[src/rtl/shift_left_seq_pkg.sv]
// Shared constants and state encoding for the iterative left shifter.
package shift_pkg;

   localparam int unsigned XLEN      = 32;
   localparam int unsigned SHAMT_W   = 5;
   localparam int unsigned FAST_STEP = 4;

   typedef enum logic [1:0] {
      IDLE,
      SHIFT,
      DONE
   } state_t;

endpackage

[src/rtl/shift_left_seq_step.sv]
// One SHIFT-cycle update of the data/count pair (combinational).
// The four-bit step is compiled in with SHIFT_LEFT_SEQ_FAST_EN.
import shift_pkg::*;

module shift_left_step (
   input  logic [XLEN-1:0]    data,
   input  logic [SHAMT_W-1:0] cnt,
   output logic [XLEN-1:0]    data_nxt,
   output logic [SHAMT_W-1:0] cnt_nxt
);

   always_comb begin
      data_nxt = data;
      cnt_nxt  = cnt;
`ifdef SHIFT_LEFT_SEQ_FAST_EN
      if (cnt >= SHAMT_W'(FAST_STEP)) begin
         data_nxt = {data[XLEN-FAST_STEP-1:0], {FAST_STEP{1'b0}}};
         cnt_nxt  = cnt - SHAMT_W'(FAST_STEP);
      end else if (cnt != '0) begin
         data_nxt = {data[XLEN-2:0], 1'b0};
         cnt_nxt  = cnt - 1'b1;
      end
`else
      if (cnt != '0) begin
         data_nxt = {data[XLEN-2:0], 1'b0};
         cnt_nxt  = cnt - 1'b1;
      end
`endif
   end

endmodule

[src/rtl/shift_left_seq.sv]
// Multi-cycle logical left shifter with start/busy/done handshake.
// Optional macro SHIFT_LEFT_SEQ_FAST_EN enables four-bit steps (see shift_left_step).
import shift_pkg::*;

module shift_left_seq (
   input  logic               clk_i,
   input  logic               rst_i,
   input  logic               start_i,
   input  logic [XLEN-1:0]    a_i,
   input  logic [SHAMT_W-1:0] shamt_i,
   output logic               busy_o,
   output logic               done_o,
   output logic [XLEN-1:0]    c_o
);

   state_t             state, state_nxt;
   logic [XLEN-1:0]    data, step_data;
   logic [SHAMT_W-1:0] cnt, step_cnt;
   logic               load;

   shift_left_step u_step (
      .data     (data),
      .cnt      (cnt),
      .data_nxt (step_data),
      .cnt_nxt  (step_cnt)
   );

   always_comb begin
      state_nxt = state;
      load      = 1'b0;
      case (state)
         IDLE: begin
            if (start_i) begin
               load      = 1'b1;
               state_nxt = SHIFT;
            end
         end
         SHIFT: begin
            if (cnt == '0) state_nxt = DONE;
         end
         DONE: begin
            // start in DONE is accepted directly, avoiding an IDLE bubble
            if (start_i) begin
               load      = 1'b1;
               state_nxt = SHIFT;
            end else begin
               state_nxt = IDLE;
            end
         end
         default: state_nxt = IDLE;
      endcase
   end

   always_ff @(posedge clk_i) begin
      if (rst_i) begin
         state <= IDLE;
         data  <= '0;
         cnt   <= '0;
      end else begin
         state <= state_nxt;
         if (load) begin
            data <= a_i;
            cnt  <= shamt_i;
         end else if (state == SHIFT) begin
            data <= step_data;
            cnt  <= step_cnt;
         end
      end
   end

   assign busy_o = (state == SHIFT);
   assign done_o = (state == DONE);
   assign c_o    = data;

endmodule

[config.mk]
export PLATFORM = sky130hd
export DESIGN_NAME = shift_left_seq
export DESIGN_NICKNAME = d
export VERILOG_FILES = /design/src/rtl/shift_left_seq_pkg.sv /design/src/rtl/shift_left_seq_step.sv /design/src/rtl/shift_left_seq.sv
export SDC_FILE = /design/constraint.sdc
export NUM_CORES = 1
export LEC_CHECK = 0
export ABC_CLOCK_PERIOD_IN_PS = 2600
export CORE_UTILIZATION = 41
export CTS_BUF_LIST = sky130_fd_sc_hd__clkbuf_4
export CTS_CLUSTER_DIAMETER = 80
export CTS_CLUSTER_SIZE = 16
export DETAILED_ROUTE_END_ITERATION = 8
export HOLD_SLACK_MARGIN = 0.08
export PLACE_DENSITY = 0.84
export SYNTH_ARGS = -nofsm -noshare
export SYNTH_HDL_FRONTEND = slang
export SYNTH_SLANG_ARGS = --single-unit
[constraint.sdc]
create_clock -name clk_i -period 2.6 [get_ports clk_i]
set_input_delay 0.52 -clock clk_i [delete_from_list [all_inputs] [get_ports clk_i]]
set_output_delay 0.52 -clock clk_i [all_outputs]
set_load 0.05 [all_outputs]
==> summary by stage, run 1 <==
Outcome
The run finished with clean final reports.

CTS
The depth of the CTS H-tree is 2. The buffer cell driving the clock tree root is clkbuf_4. After clock tree synthesis, the clock-pin slew on the worst setup and hold paths is 130 ps. At the later pin of the worst-skew pair, clock insertion delay measures 350 ps.

Once the clock tree was built, the setup fixing pass inserted 0 buffers. Once the clock tree was built, the resizer swapped 0 gates to a different size. The number of buffers inserted by hold repair at cts is 0. The clock tree from TritonCTS is built.

In this run the deepest clock path goes through 2 buffers. The number of sinks on the clock net is 39. The CTS buffer count is 5.

Synthesis
The synthesized design spends more area on one cell type than any other, namely dfxtp_1. Synthesis handed over a netlist of 224 instances. In this run the cell area of the synthesized design comes to 0.002011 mm². The number of flip-flops and latches in the synthesized netlist is 39. The portion of synthesized cell area occupied by the leading cell type is 0.3883. Ranked by total cell area, the synthesized netlist is headed by dfxtp_1 (39%), a2111oi_2 (16%), nor2_1 (12%), nor3_1 (8.2%), a2111oi_4 (4.1%). Counting instances in the post-synthesis netlist gives the leading cell types as nor2_1 (66), dfxtp_1 (39), nor3_1 (33). The share of synthesized flip-flops with an asynchronous set or reset is 0.

The number of flops mapped to enable cells by yosys is 0. The netlist uses 27 different library cells. In the synthesized netlist the dominant register cell turns out to be dfxtp_1.

The average cell area after synthesis is 8.976 µm². The share of the Yosys chip area taken by registers is 0.3883. The net count of the mapped netlist is 265.

The most numerous cell in the Yosys netlist is nor2_1. The Yosys step of the flow raised 0 warnings.

Critical path
For the worst setup path, the data required time is 2080 ps. STA classifies the critical path startpoint as a flip-flop. The nature of the critical path endpoint is an output port.

Along the worst path, the maximum fanout reaches 4. The kind of critical path is reg -> out. The data arrival at the endpoint of the critical path is 1620 ps. Measured in cells, the most critical reg-to-reg path has a length of 6.

Layout
The final layout contains 333 nets. From synthesis to final layout, the design area changed by 42.38%. The fraction of the core area covered by cells at the end of the flow is 0.6061. The number of diodes is 0.

The storage element area is 780.7 µm². In the final layout, the share of cells above drive strength 1 is 0.1610. The area of the multi-input gates is 0.001094 mm². Once layout is complete, the cells apart from fillers number 359. The number of fillers in the final layout is 415.

Die
The placement row count is 25. The standard cell core area is 0.004723 mm². For this configuration, the core starts out at a cell density of 0.4257. Measured along the x axis, the die boundary spans 72.03 µm.

74 I/O pins were placed. The die covers 0.005188 mm². The height of the die is 72.03 µm.

Drt
The final routed wirelength across all metal layers is 5236 µm. The count of nets left with antenna violations after detail routing is 0. The wire length per cell after detailed routing is 14.58 µm. The via count is 1,936. The DRC violation count after routing is 0.

After the first detailed-routing iteration, the DRC count stood at 158. The mean number of vias per cell is 5.393. The first TritonRoute pass finished after 6 iterations.

Placement
The half-perimeter wire length after detailed placement is 3592 µm. The cell count after placement is 352. The count of buffers inserted at the top-level ports is 73.

The global placement routability congestion is 0.7660.

Run
Max-cap violations in this run came to 0.

STA
Setup repair after global routing left no endpoint under its margin. The max-slew violation count is 0. The worst clock skew is 14.79 ps. The final setup TNS is 0 ps. Setup violations remaining at the end of the flow were counted as 0. After layout, the minimum clock period comes to 2139 ps.

The worst pin sits at a relative slew slack of 0.6526. The number of endpoints with negative hold slack in the final report is 0. The transition time at the pin with the least slew margin is 519.4 ps. The maximum achievable frequency is 0.4675 GHz. The portion of the clock cycle consumed by the worst path in the final layout is 0.8227.

Global route
The total routing resource utilization after global routing is 0.2099. The number of global-route vias before repair is 1,845. The first-pass GRT wire length is 8673 µm. The number of antenna violations at the first check in global routing came to 0.

Entering global routing, the biggest net connects 41 pins. After global routing the overflow that remains totals 0.

Min path
Counting instances, the worst hold path has a depth of 2. The worst min-delay path category is in -> reg.

Pwr
For this design the ratio of total power to cell area is 690.7 mW/mm². Across the VDD grid, the largest voltage drop is 0.3497 mV. The leakage power is 0.0009934 µW.
-- flip-flops by register name (all words and copies together), names as in the netlist --
| signal | flops |
|---|---|
| cnt | 5 |
| c_o | 32 |
| state | 2 |
-- path summary, 6_finish.rpt --
kind | startpoint | end | slack (ps)
max | state[0]$_SDFFE_PP0P_ | done_o | 460
min | rst_i | c_o[7]$_SDFFE_PP0P_ | 450
max reg2reg | cnt[0]$_SDFFE_PP0P_ | c_o[1]$_SDFFE_PP0P_ | 630
min reg2reg | cnt[0]$_SDFFE_PP0P_ | cnt[0]$_SDFFE_PP0P_ | 530
-- cells in the final DEF (no fill, tap or decap), drive strengths merged, types with 5 or more instances in the layout --
| cell type | n |
|---|---|
| nor2 | 66 |
| dfxtp | 39 |
| a2111oi | 30 |
| clkdlybuf4s50 | 71 |
| a311oi | 5 |
| o21ai | 5 |
| nor3 | 33 |
| inv | 5 |
| clkbuf | 5 |
| buf | 12 |
-- critical path, stage by stage (launching register included) --
cell             delay, ps
dfxtp_1                360
nor2b_1                110
clkdlybuf4s50_1        800
-- metal layers --
metal,global-route usage,part of all wire
met3,0.04722,0.044
met2,0.3459,0.49
met5,0,0
met4,0.05882,0.013
met1,0.2768,0.45
-- per-stage QoR --
stage / hold WS (ps) / power, µW / worst slack [ps] / area, µm²
3_5_place_dp: 512.8 / 1585 / 458.9 / 2788
3_3_place_gp: 502.9 / 1569 / 569.1 / 2788
6_report: 445.3 / 1977 / 460.9 / 2863
2_1_floorplan: 480.7 / 1327 / 965.3 / 2011
5_1_grt: 422.5 / 2079 / 376.6 / 2863
4_1_cts: 435.6 / 1988 / 436.1 / 2863
-- logic make-up after synthesis --
kind of cell / after synthesis / synth area share
muxes: 1 / 0.004978
AOI/OAI and AO/OA: 45 / 0.2788
buffers and inverters: 27 / 0.07031
DFF: 39 / 0.3883
adders and majority gates: 1 / 0.006222
and+or+nand+nor: 111 / 0.2514
-- power by group --
| group | leakage (µW) | switching (µW) | internal (µW) |
|---|---|---|---|
| Combinational | 0.000633 | 512 | 319 |
| Sequential | 0.000323 | 66.8 | 675 |
| Clock | 0.0000373 | 208 | 197 |
| Total | 0.000993 | 786 | 1190 |
-- final cells by class --
type	instances	area share
Timing Repair Buffer	83	0.2832
Sequential cell	39	0.2727
Tap cell	67	0.02928
Inverter	5	0.006556
Clock buffer	5	0.01311
Clock inverter	2	0.01311
Multi-Input combinational cell	158	0.3820
No activity file was read; power rests on OpenSTA's default activity.
==> inputs of run 2 (changes only) <==
--- a/config.mk
+++ b/config.mk
@@ -5,7 +5,7 @@
 export SDC_FILE = /design/constraint.sdc
 export NUM_CORES = 1
 export LEC_CHECK = 0
-export ABC_CLOCK_PERIOD_IN_PS = 2600
+export ABC_CLOCK_PERIOD_IN_PS = 2100
 export CORE_UTILIZATION = 41
 export CTS_BUF_LIST = sky130_fd_sc_hd__clkbuf_4
 export CTS_CLUSTER_DIAMETER = 80
==> constraint.sdc (replaced) <==
create_clock -name clk_i -period 2.1 [get_ports clk_i]
set_input_delay 0.42 -clock clk_i [delete_from_list [all_inputs] [get_ports clk_i]]
set_output_delay 0.42 -clock clk_i [all_outputs]
set_load 0.05 [all_outputs]
==> run 2 against run 1 <==
Against the previous run: global-route usage shrank 0.19 points; clock skew shrank 9.4 ps; sequential power grew 23%; design area shrank 0.18%; critical path depth is the same; largest cell class unchanged; count of clock-buffer cells in the layout grew 1; routed wire length shrank 2.6%; combinational power grew 25%; die area is the same.
==> summary by stage, run 2 (synthesis gave the netlist of run 1 again) <==
Layout
The net total in the final layout is 333 (unchanged). The library cell used most frequently in the layout, excluding fill and tap cells, is clkdlybuf4s50_1. The number of fillers in the final layout is 418 (+0.72%). The number of flip-flops in the largest register is 32 (unchanged). The growth of design area from synthesis to finish is 42.13%. The storage element area came to 780.7 µm² (unchanged).

The fraction of layout cells with a size suffix above 1 was 0.1581 (-0.002883). The top cell types in the final layout, fill and taps aside, are clkdlybuf4s50_1 (71), nor2_1 (66), dfxtp_1 (39), nor3_1 (33), a2111oi_2 (22). The area of the multi-input gates came to 0.001094 mm² (unchanged). The number of diodes is 0 (unchanged).

Drt
The DRC violation count after routing is 0 (unchanged). The mean number of vias per cell is 5.391 (about the same). The DRC violation total after the first TritonRoute iteration came to 88 (-44%). The first-pass iteration count of the detailed router is 6 (unchanged). The wire length per cell after detailed routing is 14.25 µm (-2.3%).

The via count is 1,930 (-0.31%). The final routed wirelength across all metal layers is 5100 µm (-2.6%). The count of nets left with antenna violations after detail routing was 0 (unchanged).

STA
Setup repair after global routing left no endpoint under its margin. The final count of negative-setup-slack endpoints was 0 (unchanged). The transition time at the pin with the least slew margin is 659.0 ps (+139.6 ps). The portion of the clock cycle consumed by the worst path in the final layout is 0.9622. The worst clock skew was 5.393 ps (-9.396 ps). Timing would allow up to 0.4949 GHz. The tightest hold margin is 527.5 ps (+82.22 ps).

The max-slew violation count was 0 (unchanged). The routed design could run at a clock period as short as 2021 ps. The final setup TNS is 0 ps (unchanged). The relative slew slack was 0.5606 (-0.09201).

The number of endpoints with negative hold slack in the final report was 0 (unchanged).

Global route
The number of antenna violations at the first check in global routing is 0 (unchanged). The first-pass GRT wire length is 8542 µm (-1.5%). The final global-route overflow total is 0 (unchanged). The largest net degree at the start of global routing is 41 (unchanged).

The number of global-route vias before repair came to 1,888 (+2.3%). The total routing resource utilization after global routing is 0.2079 (-0.001943).

CTS
The number of sinks on the clock net came to 39 (unchanged). The maximum root-to-sink buffer count is 2 (unchanged). The number of buffers inserted by hold repair at cts came to 0 (unchanged). The setup fix buffers added after clock tree synthesis is 0 (unchanged). TritonCTS built the clock tree. The number of cells upsized or downsized after cts is 0 (unchanged). The CTS buffer count is 5 (unchanged). The depth of the CTS H-tree was 2 (unchanged). The clock insertion delay at the later pin of the skew report is 340 ps (about the same).

The tree is rooted in a clkbuf_4. The clock input transition at the sequential cells of the worst setup and hold paths was 110 ps (-20 ps).

Critical path
The critical path is of the reg -> out type. The nature of the critical path endpoint is an output port. The nature of the critical path startpoint is a flip-flop. The required time reported for the critical path endpoint is 1680 ps (-400 ps). The critical path goes through nor2b_1 -> clkdlybuf4s50_1. The critical-path maximum fanout is 4 (unchanged). The worst-path cell with the longest stage delay is clkdlybuf4s50_1. The delay of the slowest critical-path stage was 800 ps (about the same). The data arrival at the endpoint of the critical path is 1600 ps (-20 ps).

Pwr
The peak supply drop was 0.3468 mV (-0.81%). The leakage power is 0.0009930 µW (about the same). The total power divided by cell area is 811.0 mW/mm² (+17%).

Die
The total die area came to 0.005188 mm² (unchanged). The standard cell core area is 0.004723 mm² (unchanged). The height of the die is 72.03 µm (unchanged). The total I/O pin count came to 74 (unchanged). The placement row count came to 25 (unchanged).

The initial core utilization is 0.4257 (unchanged). The die boundary width is 72.03 µm (unchanged).

Min path
The tightest min-delay check is of the reg -> reg type.

Placement
The global placement routability congestion was 0.7632 (-0.37%). The count of buffers inserted at the top-level ports was 73 (unchanged). The half-perimeter wire length after detailed placement is 3475 µm (-3.3%).

Run
The max-capacitance violation count is 0 (unchanged).

Outcome
The run finished with clean final reports.
==> run 2: changes by cell type in the layout (fill, tap and decap cells not counted) <==
cell        before  now
buf_12           1    3
buf_4           10    8
bufinv_16        1    0
clkbuf_4         5    6
clkinvlp_4       1    0
==> run 2: stage by stage <==
stage	cells	setup slack [ps]	area (µm²)	power, µW	utilization
after floorplan	224	465.3	2011	1642	-
after global placement	352	291.6	2813	1952	0.5955
after detailed placement	352	227.5	2813	1971	0.5955
after CTS	358	54.24	2858	2333	0.6050
after global routing	358	4.608	2858	2438	0.6050
final	358	79.46	2858	2318	0.6050
==> run 2: layout make-up <==
cell class                 count  area share
tap                           67     0.02933
timing repair buffer          83      0.2925
sequential                    39      0.2732
multi-input combinational    158      0.3827
inverter                       5    0.006567
clock buffer                   6     0.01576
==> run 2: report_power, final <==
part	switching, µW	internal (µW)
clock	231	132
sequential	78.7	836
combinational	635	404
==> run 2: final timing paths <==
kind         slack, ps             startpoint                   to  cells after the start
max                 80  state[0]$_SDFFE_PP0P_               done_o                      2
min                530    cnt[0]$_SDFFE_PP0P_  cnt[0]$_SDFFE_PP0P_                      2
max reg2reg        240    cnt[1]$_SDFFE_PP0P_  c_o[9]$_SDFFE_PP0P_                      6
min reg2reg        530    cnt[0]$_SDFFE_PP0P_  cnt[0]$_SDFFE_PP0P_                      2
==> run 2: layer usage <==
layer | vias to the layer above | track usage | part of all wire
met2 | 59 | 0.3648 | 0.49
li1 | 959 | - | -
met4 | 0 | 0.05011 | 0.0088
met3 | 5 | 0.04722 | 0.052
met1 | 907 | 0.2591 | 0.45
met5 | - | 0 | 0
==> run 2: critical path, delay by kind of cell (launching register included) <==
kind,cells,cell delay (ps)
buffers and inverters,1,800
DFF,1,350
and+or+nand+nor,1,110
==> inputs of run 3 (changes only) <==
--- a/config.mk
+++ b/config.mk
@@ -6,9 +6,9 @@
 export NUM_CORES = 1
 export LEC_CHECK = 0
 export ABC_CLOCK_PERIOD_IN_PS = 2100
+export CORE_MARGIN = 1
 export CORE_UTILIZATION = 41
 export CTS_BUF_LIST = sky130_fd_sc_hd__clkbuf_4
-export CTS_CLUSTER_DIAMETER = 80
 export CTS_CLUSTER_SIZE = 16
 export DETAILED_ROUTE_END_ITERATION = 8
 export HOLD_SLACK_MARGIN = 0.08
==> results of run 3 <==
No change in the layout: final DEF, timing and power equal those of run 2.
